==> config.mk <==
export PLATFORM = sky130hd
export DESIGN_NAME = target_sequencer
export DESIGN_NICKNAME = d
export VERILOG_FILES = /design/src/rtl/target_sequencer.sv
export SDC_FILE = /design/constraint.sdc
export NUM_CORES = 1
export LEC_CHECK = 0
export ABC_AREA = 0
export CAP_MARGIN = 15
export CORE_ASPECT_RATIO = 0.8
export CORE_MARGIN = 3
export CORE_UTILIZATION = 50
export CTS_CLUSTER_SIZE = 8
export DETAILED_ROUTE_END_ITERATION = 6
export GPL_TIMING_DRIVEN = 1
export PLACE_DENSITY = 0.78
export SYNTH_ARGS = -nofsm -noshare
export SYNTH_HDL_FRONTEND = slang
export SYNTH_SLANG_ARGS = --single-unit
==> constraint.sdc <==
create_clock -name CLOCK_50 -period 2.5 [get_ports CLOCK_50]
set_input_delay 0.375 -clock CLOCK_50 [delete_from_list [all_inputs] [get_ports CLOCK_50]]
set_output_delay 0.375 -clock CLOCK_50 [all_outputs]
set_load 0.005 [all_outputs]
==> src/rtl/target_sequencer.sv <==
// Game sequencer: picks targets from the LFSR, debounces box strikes, judges hit/miss and runs the countdown.
// Define TARGET_MISS_PENALTY_EN to make every miss also take one point off the score (floor 0).
module target_sequencer #(
  parameter int TICK_DIV     = 50000,
  parameter int DEBOUNCE_MS  = 20,
  parameter int WINDOW_MS    = 1500,
  parameter int GAME_SECONDS = 60
) (
  input  logic        CLOCK_50,
  input  logic        resetn,
  input  logic        start_game,
  input  logic [2:0]  lfsr_value,
  input  logic [2:0]  box_address,
  output logic [2:0]  mif_control_signal,
  output logic        hit_pulse,
  output logic        miss_pulse,
  output logic [10:0] score,
  output logic [6:0]  game_timer,
  output logic        game_over,
  output logic [1:0]  dbg_state_o
);

  typedef enum logic [1:0] {
    LOBBY = 2'd0,
    PICK  = 2'd1,
    SHOW  = 2'd2,
    OVER  = 2'd3
  } state_e;

  localparam logic [15:0] TICK_LAST = 16'(TICK_DIV - 1);
  localparam logic [15:0] DEB_TICKS = 16'(DEBOUNCE_MS);
  localparam logic [15:0] WIN_TICKS = 16'(WINDOW_MS);
  localparam logic [6:0]  GAME_SEC  = 7'(GAME_SECONDS);
  localparam logic [9:0]  MS_LAST   = 10'd999;
  localparam logic [10:0] SCORE_MAX = 11'h7FF;

  state_e      state_q, state_d;
  logic [15:0] tick_cnt_q;
  logic        tick;
  logic [2:0]  sync1_q, sync2_q, cand_q, deb_box_q;
  logic [15:0] deb_cnt_q;
  logic        deb_load, strike;
  logic        start_prev_q, start_rise;
  logic [2:0]  target_q, target_d, pick_cand;
  logic [10:0] score_q, score_d;
  logic [6:0]  timer_q, timer_d;
  logic [9:0]  ms_cnt_q, ms_cnt_d;
  logic [15:0] win_cnt_q, win_cnt_d;
  logic        hit_q, hit_d, miss_q, miss_d;
  logic        expired;

  assign tick = (tick_cnt_q == TICK_LAST);

  always_ff @(posedge CLOCK_50 or negedge resetn) begin
    if (!resetn) tick_cnt_q <= '0;
    else         tick_cnt_q <= tick ? '0 : tick_cnt_q + 16'd1;
  end

  // cand_q is the last synchronized value; it must survive DEB_TICKS ticks unchanged to be accepted.
  assign deb_load = (deb_cnt_q == DEB_TICKS) && (deb_box_q != cand_q);
  assign strike   = deb_load && (cand_q != 3'd0);

  always_ff @(posedge CLOCK_50 or negedge resetn) begin
    if (!resetn) begin
      sync1_q   <= '0;
      sync2_q   <= '0;
      cand_q    <= '0;
      deb_cnt_q <= '0;
      deb_box_q <= '0;
    end else begin
      sync1_q <= box_address;
      sync2_q <= sync1_q;
      if (sync2_q != cand_q) begin
        cand_q    <= sync2_q;
        deb_cnt_q <= '0;
      end else if (tick && (deb_cnt_q != DEB_TICKS)) begin
        deb_cnt_q <= deb_cnt_q + 16'd1;
      end
      if (deb_load) deb_box_q <= cand_q;
    end
  end

  // Resetting the edge detector high means a start_game held across reset never counts as an edge.
  assign start_rise = start_game && !start_prev_q;
  assign expired    = (timer_q == 7'd0);
  assign pick_cand  = (lfsr_value == 3'd0) ? 3'd1 : lfsr_value;

  always_comb begin
    state_d   = state_q;
    target_d  = target_q;
    score_d   = score_q;
    timer_d   = timer_q;
    ms_cnt_d  = ms_cnt_q;
    win_cnt_d = win_cnt_q;
    hit_d     = 1'b0;
    miss_d    = 1'b0;
    if (((state_q == PICK) || (state_q == SHOW)) && tick) begin
      if (ms_cnt_q == MS_LAST) begin
        ms_cnt_d = '0;
        if (timer_q != 7'd0) timer_d = timer_q - 7'd1;
      end else begin
        ms_cnt_d = ms_cnt_q + 10'd1;
      end
    end
    case (state_q)
      LOBBY, OVER: begin
        if (start_rise) begin
          score_d  = '0;
          timer_d  = GAME_SEC;
          ms_cnt_d = '0;
          state_d  = PICK;
        end
      end
      PICK: begin
        if (expired) begin
          state_d = OVER;
        end else begin
          if (pick_cand == target_q) target_d = (target_q == 3'd7) ? 3'd1 : target_q + 3'd1;
          else                       target_d = pick_cand;
          win_cnt_d = '0;
          state_d   = SHOW;
        end
      end
      SHOW: begin
        if (expired) begin
          state_d = OVER;
        end else if (strike && (cand_q == target_q)) begin
          hit_d   = 1'b1;
          if (score_q != SCORE_MAX) score_d = score_q + 11'd1;
          state_d = PICK;
        end else if (strike || (win_cnt_q == WIN_TICKS)) begin
          miss_d  = 1'b1;
          state_d = PICK;
        end else if (tick) begin
          win_cnt_d = win_cnt_q + 16'd1;
        end
      end
      default: state_d = LOBBY;
    endcase
`ifdef TARGET_MISS_PENALTY_EN
    if (miss_d && (score_q != 11'd0)) score_d = score_q - 11'd1;
`else
`endif
  end

  always_ff @(posedge CLOCK_50 or negedge resetn) begin
    if (!resetn) begin
      state_q      <= LOBBY;
      start_prev_q <= 1'b1;
      target_q     <= '0;
      score_q      <= '0;
      timer_q      <= '0;
      ms_cnt_q     <= '0;
      win_cnt_q    <= '0;
      hit_q        <= 1'b0;
      miss_q       <= 1'b0;
    end else begin
      state_q      <= state_d;
      start_prev_q <= start_game;
      target_q     <= target_d;
      score_q      <= score_d;
      timer_q      <= timer_d;
      ms_cnt_q     <= ms_cnt_d;
      win_cnt_q    <= win_cnt_d;
      hit_q        <= hit_d;
      miss_q       <= miss_d;
    end
  end

  assign mif_control_signal = (state_q == SHOW) ? target_q : 3'd0;
  assign hit_pulse          = hit_q;
  assign miss_pulse         = miss_q;
  assign score              = score_q;
  assign game_timer         = timer_q;
  assign game_over          = (state_q == OVER);
  assign dbg_state_o        = state_q;

endmodule

[Word level (Yosys, flattened, before mapping)]
Index checks and enable logic that the tools add are counted.
Storage, ports and cells
  register bits: 96
  latch bits: 0
  RAM bits: 0
  bits in read-only memories: 0
  bits of input ports: 9
  output and inout bits: 26
  logic and storage cells: 108
  memories kept: 0
Operators by class
  $add $sub $neg: 7
  multipliers: 0
  div/mod/pow operators: 0
  order comparisons: 0
  equality and inequality tests: 23
  shift-type cells: 0
  multiplexer cells: 40
  bitwise gates (word level): 1
  reductions and logical operators: 22
Operators by type and width (count)
  $mux W16: 8
  $add A16 B1 Y16 const B: 3
  $mux W11: 4
  $mux W10: 4
  $mux W7: 5
  $pmux W16 S2: 1
  $pmux W11 S2: 1
  $eq A16 B11 Y1 const B: 1
  $eq A16 B16 Y1 const B: 1
  $eq A16 B5 Y1 const B: 1
  $ne A16 B5 Y1 const B: 1
  $mux W3: 4
  $ne A2 B2 Y1 const B: 6
  $add A11 B1 Y11 const B: 1
  $ne A11 B11 Y1 const B: 1
  $add A10 B1 Y10 const B: 1
  $eq A10 B10 Y1 const B: 1
  $mux W1: 8
  $mux W2: 4
  $logic_not A7 Y1: 1
  $reduce_bool A7 Y1: 1
  $sub A7 B1 Y7 const B: 1
  $eq A3 B3 Y1: 2
  $logic_and A1 B1 Y1: 6
  other kinds (19): 26

[Depth between registers and ports, before layout]
  word-level depth: 8
  depth in mapped cells: 10
  depth with buffers taken out: 8

[Worst setup path after synthesis]
Ideal clock, no wire load.
  kind: reg2reg
  start: register state_q[0] (netlist: dbg_state_o[0])
  end: register score_q[3] (netlist: score[3])
  library setup time: 0.120 ns
  data arrival time: 2.086 ns
  required time: 2.380 ns
  slack: 0.294 ns
  cell stages (with the launch flop): 10
  buffers on the path: 2
  clock period less this slack: 2.206 ns
  path through: dfrtp_1 > inv_1 > ha_1 > clkbuf_1 > o21ai_0 > or2_2 > nor4_2 > buf_2 > a21oi_1 > a31o_2
Between the ends
  word-level cells in the longest chain between the ends: 4
  elaborated cells between the ends (all ways): 11
  those cells by class: 6 x eq/ne; 1 x mux; 4 x reduce/logical
Ends and longest elaborated chain
  from (decl): line 37  | state_e state_q, state_d;
  from (signal assigned): line 158  | state_q <= state_d;
  $eq A2 B2 Y1 or $logic_not A2 Y1 (tied branches): line 105  | case (state_q)
  $reduce_or A2 Y1: line 105
  $ne A2 B2 Y1 (no line) or $reduce_bool A2 Y1 (tied branches)
  $reduce_and A5 Y1 (no line)
  to (signal assigned): line 161  | score_q <= score_d;
  to (decl): line 45  | logic [10:0] score_q, score_d;
Parallel ways exist; a longest one is shown, timed or not.
A chain may end at the register's enable or synchronous reset.

[Final worst setup path]
  start: register cand_q[1]
  end: register win_cnt_q[13]
Between the ends
  word-level cells in the longest chain between the ends: 6
  elaborated cells between the ends (all ways): 10
  those cells by class: 4 x eq/ne; 6 x reduce/logical
Ends and longest elaborated chain
  from (decl): line 40  | logic [2:0] sync1_q, sync2_q, cand_q, deb_box_q;
  from (signal assigned): line 74  | cand_q <= sync2_q;
  $ne A3 B3 Y1: line 60  | assign deb_load = (deb_cnt_q == DEB_TICKS) && (deb_box_q != cand_q);
  $logic_and A1 B1 Y1: line 60
  $logic_and A1 B1 Y1: line 61  | assign strike = deb_load && (cand_q != 3'd0);
  $logic_or A1 B1 Y1 or $logic_and A1 B1 Y1 (tied branches): line 131, 127
  $ne A2 B2 Y1 (no line)
  $reduce_and A6 Y1 (no line) *
  to (signal assigned): line 164  | win_cnt_q <= win_cnt_d;
  to (decl): line 48  | logic [15:0] win_cnt_q, win_cnt_d;
Every way passes the cells marked *; elsewhere a longest branch is shown, timed or not.

==> impl_metrics.yaml <==
outcome:
  status: "complete, but fails checks"
  violations: "hold timing"
hold_path:
  min_path_type: "in2async"
cts:
  h-tree-depth: 3
  hold_buffers: 0
  clock_latency_ps: 350
  clk_pin_slew_ps: 70
  clock-sinks: 96
  ctsRootBufferMaster: "clkbuf_16"
  clock_path_buffers: 2
  cts_tree: "built"
  cts_buffers: 9
grt:
  grt_usage_pct: 20.1
  use_met2_pct: 33.5
  grt-ovfl-total: 0
  top_usage_layer: "met2"
  use_met1_pct: 26.3
  grt_pass1_wl_mm: 18.6
  antenna_found_initial: 0
  grt_pass1_vias: 3909
  grt_max_degree: 59
  grt_use_met3_pct: 5.70
sta:
  hold_slack_ps: -11.8
  period_minus_slack_ps: 2400
  slew-limit-headroom_pct: 52.3
  fmax_mhz: 416
  final.setup.tns_ps: 0
  finalCritPeriodShare_pct: 96.2
  final.setup.worst_slack_ps: 96.2
  fin_worst_skew_ps: 7.47
  tightest_slew_ps: 713
  slew_viol_final: 0
  finalHoldViolCount: 11
  finalSetupViolCount: 0
synthesis:
  synth_cell_types: 60
  synth_flop_cell: "dfrtp_1"
  yosysSeqAreaShare_pct: 47.0
  synth_area_per_cell_um2: 9.58
  synth_edf_count: 0
  synth_area_um2: 5110
  synth_seq_cells: 96
  syn_inst: 534
  synth-async-reset-ratio_pct: 100
  synth_fp_nets: 557
  yosys_warnings: 0
finish:
  layout-drive-gt1-share_pct: 10.3
  nets: 599
  fin_cells: 717
  diodes: 0
  fill_cells: 797
  final_util_pct: 61.3
  syn2layout_area_growth_pct: 17.5
  multi_input_area_um2: 2550
  regArea_um2: 2410
die:
  core-area_um2: 9810
  ios: 35
  chipWidth_um: 119
  initial_core_util_pct: 52.1
  die_h_um: 96.5
  rows: 32
  dieArea_um2: 11500
place:
  place_inst: 701
  gp_congestion: 0.905
  dpl.hpwl_mm: 7.91
  port_buffers: 34
  dpl_worst_slack_ps: 63.0
setup_path:
  cp_data_required_time_ps: 2770
  startpoint_type: "flop"
  critPathMaxFanout: 11
  crit_path_end_kind: "flop"
  worstPathCellList: "nor4_4, a311oi_1, o21ba_2, a211o_2, or4_1, a21oi_1"
  cp_num_buf_inv: 0
  slowest_delay_ps: 530
  crit_path_top_delay_cell: "or4_1"
  ff2ff_setup_slack_ps: 100
  cpLargestDelayFamily: "compound AO/OA/AOI/OAI gates"
  critPathArrivalTime_ps: 2670
  critical_path_class: "reg2reg"
drt:
  drt_wl_total_mm: 11.2
  drtAntennaViolNets: 0
  avgViaCountPerCell: 5.74
  first_pass_iters: 4
  initialDrtViolationCount: 237
  via_count: 4115
  drcViolationCount: 0
  wl_per_cell_um: 15.6
power_and_ir_drop:
  p_seq_share_pct: 48.5
  power_leakage_nw: 2.52
  total_power_w: 0.00329
  peakVddDrop_mv: 0.483
  pwr-share-clk_pct: 47.0
  power-per-cell-area_nw_per_um2: 548
  p_sw_share_pct: 22.9
  power_switching_w: 0.000753
  comb_power_share_pct: 4.5
  intPower_w: 0.00254
run:
  drv_cap: 0
## kinds of logic (layout without fill, tap and decap cells)
family / after synthesis / in the layout / share of synthesized area [%]
XOR/XNOR: 42 / 42 / 7.19
flip-flops: 96 / 96 / 47.0
AO/OA/AOI/OAI: 90 / 90 / 11.3
buffers and inverters: 39 / 86 / 3.33
adder cells (fa/ha/maj): 14 / 14 / 3.42
multiplexers: 13 / 13 / 2.64
AND/OR/NAND/NOR: 240 / 240 / 25.1
## cell type report
class                   instances  area share [%]
multi-input cells             399            42.4
flip-flops and latches         96            40.0
repair buffers                 50            7.83
clock buffers                   9            3.75
well taps                     136            2.83
clock inverters                 7            1.87
inverters                      20            1.25
## flip-flops by register name, indices dropped and copies added (netlist names)
name and flops:
target_q 3, sync2_q 3, hit_pulse 1, deb_cnt_q 16, sync1_q 3, start_prev_q 1, win_cnt_q 16, deb_box_q 3
cand_q 3, dbg_state_o 2, score 11, game_timer 7, ms_cnt_q 10, tick_cnt_q 16, miss_pulse 1
## per-stage QoR
stage	cell area (µm²)	hold WS (ps)
3_3_place_gp	5660	336
5_1_grt	6010	14.5
4_1_cts	6000	6.02
6_report	6010	-11.8
2_1_floorplan	5110	79.4
3_5_place_dp	5660	340
## cell usage after synthesis (3+ instances only)
| cell | n | area [µm²] |
|---|---|---|
| o21bai_1 | 3 | 22.5 |
| o21ai_0 | 24 | 120 |
| and4bb_2 | 3 | 37.5 |
| nand4_1 | 17 | 106 |
| and3_1 | 11 | 68.8 |
| dfrtp_1 | 95 | 2380 |
| nand2b_1 | 3 | 18.8 |
| nor4b_1 | 3 | 26.3 |
| buf_2 | 4 | 20.0 |
| inv_1 | 20 | 75.1 |
| mux2i_1 | 9 | 90.1 |
| a211oi_1 | 3 | 22.5 |
| a21oi_1 | 26 | 130 |
| ha_1 | 14 | 175 |
| nor3_1 | 11 | 55.1 |
| or2_2 | 5 | 31.3 |
| and2_1 | 9 | 56.3 |
| nand3_1 | 28 | 140 |
| o31ai_1 | 9 | 67.6 |
| mux2_2 | 4 | 45.0 |
| xor2_1 | 18 | 158 |
| nor2_1 | 50 | 188 |
| a31o_2 | 3 | 26.3 |
| nand2_1 | 56 | 210 |
| and4_1 | 4 | 35.0 |
| xnor2_1 | 24 | 210 |
| clkbuf_1 | 11 | 41.3 |
| o211ai_1 | 5 | 37.5 |
| or4_1 | 8 | 60.1 |
| nor4_1 | 8 | 50.1 |
| or3_1 | 11 | 68.8 |
## placed cells by master (no fill, tap or decap), types with 3 or more instances in the layout
cell type        instances
nor4_1                   7
nand4_1                 17
a31o_2                   3
clkbuf_16                9
or3_1                   11
o21bai_1                 3
nor2_1                  50
ha_1                    14
a211oi_1                 3
nor4b_1                  3
o211ai_1                 5
nand3_1                 28
mux2_2                   4
clkdlybuf4s50_1         33
nor3_1                  11
nand2b_1                 3
and4bb_2                 3
or2_2                    5
nand2_1                 56
mux2i_1                  9
a21oi_1                 26
o21ai_0                 24
buf_4                   16
inv_1                   20
and3_1                  11
xnor2_1                 24
xor2_1                  18
o31ai_1                  9
dfrtp_1                 93
or4_1                    8
and2_1                   9
and4_1                   4
## path summary, 6_finish.rpt
kind	start	to	cells past startpoint
setup reg to reg	cand_q[1]	win_cnt_q[13]	6
max in group asynchronous	resetn	start_prev_q	2
setup / recovery	cand_q[1]	win_cnt_q[13]	6
hold reg to reg	sync1_q[2]	sync2_q[2]	0
hold / removal	resetn	deb_cnt_q[10]	1
min in group CLOCK_50	sync1_q[2]	sync2_q[2]	0
## per-layer routing
metal | vias to the layer above | wire length, µm
met5 | - | 0
met4 | 0 | 165
met3 | 18 | 497
met2 | 87 | 5260
met1 | 2020 | 5230
li1 | 1990 | -
## repair_timing
item                                    CTS  global route
endpoints found under the setup margin    0             6
setup buffers                             0             0
resized for setup                         0             4
## power groups by stage
stage               registers, W  clock network [W]   logic, W
floorplan                0.00162                  0  0.0000742
global placement         0.00162                  0   0.000145
detailed placement       0.00163                  0   0.000151
CTS                      0.00160            0.00157   0.000152
global route             0.00160            0.00165   0.000167
finish                   0.00160            0.00155   0.000148
Power figures use the tool's default switching activity.
